## config.mk

```make
export PLATFORM = sky130hd
export DESIGN_NAME = sdio_block_sequencer
export DESIGN_NICKNAME = d
export VERILOG_FILES = /design/src/rtl/sdio_block_sequencer.sv
export SDC_FILE = /design/constraint.sdc
export NUM_CORES = 1
export LEC_CHECK = 0
export BUFFER_PORTS_ARGS = -buffer_cell sky130_fd_sc_hd__buf_2
export CAP_MARGIN = 20
export CORE_MARGIN = 3
export CORE_UTILIZATION = 54
export CTS_CLUSTER_DIAMETER = 40
export DETAILED_ROUTE_END_ITERATION = 8
export MAX_ROUTING_LAYER = met4
export PLACE_DENSITY = 0.77
export SLEW_MARGIN = 15
export SYNTH_ARGS = -nofsm -noshare
export SYNTH_HDL_FRONTEND = slang
export SYNTH_SLANG_ARGS = --single-unit
```

## constraint.sdc

```tcl
create_clock -name clk -period 3.1 [get_ports clk]
set_input_delay 0.62 -clock clk [delete_from_list [all_inputs] [get_ports clk]]
set_output_delay 0.62 -clock clk [all_outputs]
set_load 0.005 [all_outputs]
```

## src/rtl/sdio_block_sequencer.sv

```systemverilog
// rtl/sdio_block_sequencer.sv - CMD53 block sequencer driving the SDIO data PHY
// One PHY activation per block; handles block counting, gaps, write-CRC stop, abort and timeout.
module sdio_block_sequencer #(
  parameter int GAP_CYCLES     = 2,
  parameter int TIMEOUT_CYCLES = 1048576
) (
  input  logic        clk,
  input  logic        rst_n,
  input  logic        i_start,
  input  logic        i_write_flag,
  input  logic        i_block_mode,
  input  logic [11:0] i_block_size,
  input  logic [8:0]  i_block_count,
  input  logic [8:0]  i_byte_count,
  input  logic        i_abort,
  output logic        o_phy_activate,
  output logic        o_phy_write_flag,
  output logic [12:0] o_phy_data_count,
  input  logic        i_phy_finished,
  input  logic        i_phy_crc_good,
  output logic        o_busy,
  output logic        o_done,
  output logic        o_crc_error,
  output logic        o_timeout,
  output logic        o_aborted,
  output logic [8:0]  o_blocks_done
);

  localparam int TW = $clog2(TIMEOUT_CYCLES + 1);
  localparam int GW = $clog2(GAP_CYCLES + 1);

  typedef enum logic [2:0] {
    S_IDLE, S_ACTIVATE, S_WAIT_FIN, S_RELEASE, S_GAP, S_DONE
  } state_t;

  state_t        state, state_next;
  logic [TW-1:0] tmo_cnt;
  logic [GW-1:0] gap_cnt;
  logic          write_q;
  logic [8:0]    total_blocks;
  logic          last_block;
  logic          stop_now;

  // total_blocks == 0 is the infinite case and never terminates on count
  assign last_block = (total_blocks != 9'd0) && (o_blocks_done == total_blocks);
  assign stop_now   = o_crc_error | o_timeout | o_aborted | i_abort | last_block;
  assign o_busy     = (state != S_IDLE);
  assign o_done     = (state == S_DONE);

  always_ff @(posedge clk or negedge rst_n) begin
    if (!rst_n) state <= S_IDLE;
    else        state <= state_next;
  end

  always_comb begin
    state_next = state;
    case (state)
      S_IDLE:     if (i_start) state_next = S_ACTIVATE;
      S_ACTIVATE: state_next = i_abort ? S_RELEASE : S_WAIT_FIN;
      S_WAIT_FIN: if (i_phy_finished || i_abort || tmo_cnt == TW'(1)) state_next = S_RELEASE;
      S_RELEASE:  if (!i_phy_finished) state_next = stop_now ? S_DONE : S_GAP;
      S_GAP: begin
        if (i_abort)                state_next = S_RELEASE;
        else if (gap_cnt == GW'(0)) state_next = S_ACTIVATE;
      end
      S_DONE:     state_next = S_IDLE;
      default:    state_next = S_IDLE;
    endcase
  end

  always_ff @(posedge clk or negedge rst_n) begin
    if (!rst_n) begin
      o_phy_activate   <= 1'b0;
      o_phy_write_flag <= 1'b0;
      o_phy_data_count <= 13'd0;
      o_crc_error      <= 1'b0;
      o_timeout        <= 1'b0;
      o_aborted        <= 1'b0;
      o_blocks_done    <= 9'd0;
      tmo_cnt          <= '0;
      gap_cnt          <= '0;
      write_q          <= 1'b0;
      total_blocks     <= 9'd0;
    end else begin
      case (state)
        S_IDLE: if (i_start) begin
          write_q       <= i_write_flag;
          total_blocks  <= i_block_mode ? i_block_count : 9'd1;
          o_blocks_done <= 9'd0;
          o_crc_error   <= 1'b0;
          o_timeout     <= 1'b0;
          o_aborted     <= 1'b0;
          if (i_block_mode)              o_phy_data_count <= {1'b0, i_block_size};
          else if (i_byte_count == 9'd0) o_phy_data_count <= 13'd512;
          else                           o_phy_data_count <= {4'd0, i_byte_count};
        end
        S_ACTIVATE: begin
          if (i_abort) begin
            o_aborted <= 1'b1;
          end else begin
            o_phy_activate   <= 1'b1;
            o_phy_write_flag <= write_q;
            tmo_cnt          <= TW'(TIMEOUT_CYCLES);
          end
        end
        S_WAIT_FIN: begin
          tmo_cnt <= tmo_cnt - TW'(1);
          if (i_abort) o_aborted <= 1'b1;
          // finished wins over timeout in the same cycle; the block still counts under abort
          if (i_phy_finished) begin
            o_phy_activate <= 1'b0;
            o_blocks_done  <= o_blocks_done + 9'd1;
            if (write_q && !i_phy_crc_good) o_crc_error <= 1'b1;
          end else if (i_abort) begin
            o_phy_activate <= 1'b0;
          end else if (tmo_cnt == TW'(1)) begin
            o_phy_activate <= 1'b0;
            o_timeout      <= 1'b1;
          end
        end
        S_RELEASE: begin
          if (i_abort) o_aborted <= 1'b1;
          gap_cnt <= GW'(GAP_CYCLES - 1);
        end
        S_GAP: begin
          if (i_abort) o_aborted <= 1'b1;
          gap_cnt <= gap_cnt - GW'(1);
        end
        S_DONE: o_phy_write_flag <= 1'b0;
        default: ;
      endcase
    end
  end

endmodule

```

After elaboration in Yosys (flattened, before gate mapping). Cells that the tools add are included.

Bitwise gates (word level): 4. Eq/ne operators: 19. Mux-type cells: 34. Add/subtract/negate cells: 3. Reduce and logical (&&, ||, !) cells: 25.

Operator list (number): one-hot mux 21 bit (2 select lines) (1); 2-to-1 mux 9 bit (3); equality test 21 x 1 -> 1 bit (second input constant) (1); 2-to-1 mux 21 bit (1); subtractor 21 x 1 -> 21 bit (second input constant) (1); inequality test 2 bit (second input constant) (9); one-hot mux 9 bit (2 select lines) (1); 2-to-1 mux 3 bit (5); one-hot mux 3 bit (5 select lines) (1); 2-to-1 mux 1 bit (14); 2-to-1 mux 12 bit (1); 2-to-1 mux 10 bit (1); one-hot mux 1 bit (2 select lines) (5); nonzero test 2 bit (5); adder 9 x 1 -> 9 bit (second input constant) (1); equality test 9 bit (1); zero test 9 bit (1); AND reduction 3 bit (3); nonzero test 9 bit (1); AND reduction 4 bit (2); equality test 3 x 2 -> 1 bit (second input constant) (2); equality test 3 bit (second input constant) (2); AND reduction 2 bit (3); AND reduction 5 bit (1); other kinds (14) (19).

Word-level logic and storage cells: 97. Input bits: 38. Register bits: 63. Output and inout port bits: 29.

Longest topological paths before layout.
Word-level depth: 7. Mapped depth: 7.

Least setup slack after synthesis. OpenSTA, ideal clock, no wires.

Kind: flip-flop to flip-flop. From: register tmo_cnt[6]. To: register tmo_cnt[19]. Buffers on the path: 1. Data arrival time: 2.171 ns. Cell stages (with the launch flop): 7. Data required time: 2.981 ns. Library setup time: 0.119 ns. Setup slack: 0.810 ns. Cell sequence: dfrtp_1 or4_1 clkbuf_2 or4_4 or4_4 nand3_2 o21ai_2.

Word-level cells in the longest chain between the ends: 2.

RTL lines: start, declared (line 37) `logic [TW-1:0] tmo_cnt;`; start signal, assigned (line 103) `tmo_cnt <= TW'(TIMEOUT_CYCLES);`; start signal, assigned (line 107) `tmo_cnt <= tmo_cnt - TW'(1);`; subtractor 21 x 1 -> 21 bit (line 107); one-hot mux 21 bit (2 select lines) (line 85) `case (state)`.

No other way between the ends. A chain may end at the register's enable or synchronous reset.

Worst setup path after layout.
From: register state[0]. To: register tmo_cnt[19].

Word-level cells in the longest chain between the ends: 3.

RTL lines: start, declared (line 36) `state_t state, state_next;`; start signal, assigned (line 52) `else state <= state_next;`; equality test 3 x 1 -> 1 bit / equality test 3 x 2 -> 1 bit (equally long branches) (line 85); inequality test 2 bit (no source line) / nonzero test 2 bit (equally long branches); AND reduction 2 bit (no source line).

Parallel ways exist; a longest one is shown, timed or not.

==> impl_metrics.ini <==
[power]
p_int_mw = 2.01
switchingPower_mw = 1.29
switching_share = 0.391
ir_drop_v = 0.000447
power_mw = 3.30
pwr-share-seq = 0.428
power_density_nw_per_um2 = 897
p_leak_nw = 1.75
power_frac_clock = 0.195
comb_power_share = 0.377

[clocking]
htree_levels = 3
clockBufferDepth = 2
clk_latency_ns = 0.34
root_buffer = clkbuf_8
postCtsHoldBufs = 0
cts_tree = yes
cts_resized = 0
clk_pin_slew_worst_paths_ns = 0.07
post_cts_buffers = 0
cts_buffers = 9
clkSinkCount = 62

[timing]
finalClockSkew_ns = 0.00620
finalCriticalPeriod_ns = 2.53
worst_pin_slew_ns = 1.03
fmax_mhz = 396
slew_headroom = 0.311
final.setup.tns_ns = 0
final_hold_viol_count = 0
rsz0062_at_grt = false
finalCritPeriodShare = 0.816
setup_violations = 0
maxSlewViolCount = 0

[worst_setup_path]
crit_arrival_ns = 2.75
cp_cell_sequence = or3b_1, or4_1, or4_4, nand3_2, o21ai_2
crit_buf_inv = 0
end_kind = flop
max_stage_delay_ns = 0.67
criticalPathCategory = flop to flop
required_ns = 3.33
path_max_fanout = 14
crit_path_start_kind = flop
slowest_stage = or4_1
critical_path.top_delay_family = simple AND/OR/NAND/NOR gates

[synthesis]
avgSynthCellArea_sq_um = 9.66
synth_fp_nets = 365
netlist_instances = 323
synth_edf_count = 0
ys_seq_area_frac = 0.497
synthAdderAreaFrac = 0.0160
synth_simple_gate_area_frac = 0.214
synth_area_leader_cell = dfrtp_1
synth-async-reset-ratio = 1.00
yosysTopAreaCellShare = 0.497
ys_seq_elements = 62
synthFlopType = dfrtp_1
synth_cell_types = 51
synth_area_sq_um = 3120
synthTopCellsByArea = dfrtp_1, nand2_1, mux2i_1
synth_top_family_by_area = simple AND/OR/NAND/NOR gates
synthMuxAreaShare = 0.0485
synth_warnings = 0
yosys.area_share.xor_xnor = 0.0449
synth_compound_area_frac = 0.138

[die]
row_count = 27
die_height_microns = 82.0
start_util = 0.563
core_sq_um = 5540
io_pins = 67
dieArea_sq_um = 6730
die_w_microns = 82.0

[placed_design]
port-buffer-count = 65
place_congestion = 0.776
dp_hpwl_microns = 4830

[global_route]
antenna_found_initial = 0
grt_pass1_wl_microns = 11300
grt_pass1_vias = 2421
grt_max_degree = 36
grt_usage = 0.228
grt.overflow.total = 0

[final_layout]
final_layout_size_suffix_gt1_frac = 0.239
final_common_cell = buf_2
area_delta_synth_final_pct = 17.7
fillers = 469
final_cell_mix = buf_2, dfrtp_1, nand2_1, o21ai_0
fin_nets = 428
antenna_cells = 0

[routing]
firstDrtPassIters = 4
drtIter0Drc = 131
drc = 0
wl_per_cell_microns = 14.7
wirelength_microns = 6750
antenna_left = 0
vias_per_cell = 5.67
num_vias = 2614

[job]
drv_cap = 0

[run_status]
status = finished, final reports clean

[hold_path]
hp-class = input pin to asynchronous set/reset pin
[cell type report]
class / count / area (sq um) / share of cell area
Inverter: 10 / 37.5 / 0.0102
Timing Repair Buffer: 72 / 378 / 0.103
Multi-Input combinational cell: 231 / 1440 / 0.393
Clock inverter: 1 / 5.00 / 0.00136
Clock buffer: 13 / 169 / 0.0460
Tap cell: 72 / 90.1 / 0.0245
Sequential cell: 62 / 1550 / 0.422
[metal layers]
metal  global-route usage  share of wire  vias up
li1                     -              -     1295
met4                0.108          0.021        0
met5                    -              0        -
met2                0.340           0.46       78
met1                0.299           0.47     1227
met3               0.0439          0.053       14
[flip-flops by register name (all words and copies together) (netlist names)]
register,cells
gap_cnt,2
o_aborted,1
o_blocks_done,9
o_crc_error,1
o_phy_activate,1
o_phy_data_count,12
o_phy_write_flag,1
o_timeout,1
state,3
tmo_cnt,21
total_blocks,9
write_q,1
[power groups by stage]
stage                     Clock, mW  Sequential [mW]  Combinational, mW
after floorplan                   0             1.36              0.909
after global placement            0             1.40               1.20
after detailed placement          0             1.42               1.25
after CTS                     0.654             1.41               1.25
after global routing          0.688             1.46               1.43
final                         0.641             1.41               1.24
[path summary, 6_finish.rpt]
path	startpoint	endpoint	slack (ns)	cells after the start
max	state[0]	tmo_cnt[19]	0.57	5
min	rst_n	tmo_cnt[10]	0.28	2
max reg2reg	state[0]	tmo_cnt[19]	0.57	5
min reg2reg	tmo_cnt[12]	tmo_cnt[12]	0.47	1
max in group asynchronous	rst_n	total_blocks[2]	2.45	2
min in group clk	tmo_cnt[12]	tmo_cnt[12]	0.47	1
[Yosys cell counts, drive strengths merged, types with 4 or more instances]
| library cell | count |
|---|---|
| dfrtp | 62 |
| nand2 | 48 |
| o21ai | 26 |
| nand3 | 21 |
| nor2 | 20 |
| clkbuf | 17 |
| mux2i | 14 |
| xnor2 | 12 |
| inv | 10 |
| or4 | 10 |
| nor4 | 8 |
| a21oi | 7 |
| o41ai | 6 |
| nor3 | 5 |
| o311ai | 5 |
| or3 | 5 |
| ha | 4 |
| o31ai | 4 |
| xor2 | 4 |
[kinds of logic after synthesis]
group / Yosys count
compound gates: 64
simple gates: 131
xor+xnor: 16
flops: 62
mux: 15
fa+ha+maj: 4
buf+inv: 30
other cells: 1
[per-stage QoR]
step	cell area, sq um	cells	util	setup slack, ns	hold slack (ns)
finish	3670	461	0.663	0.572	0.284
global route	3670	461	0.663	0.418	0.316
CTS	3670	461	0.663	0.588	0.289
detailed placement	3500	447	0.632	0.610	0.464
global placement	3500	447	0.632	0.668	0.453
floorplan	3120	323	-	0.810	0.324
[worst reg2reg max path, delay by kind of cell, from the launching register on]
family           cells  cell delay (ns)
AND/OR/NAND/NOR      4             1.83
flip-flops           1             0.51
AO/OA/AOI/OAI        1             0.07
Power figures use the tool's default switching activity.
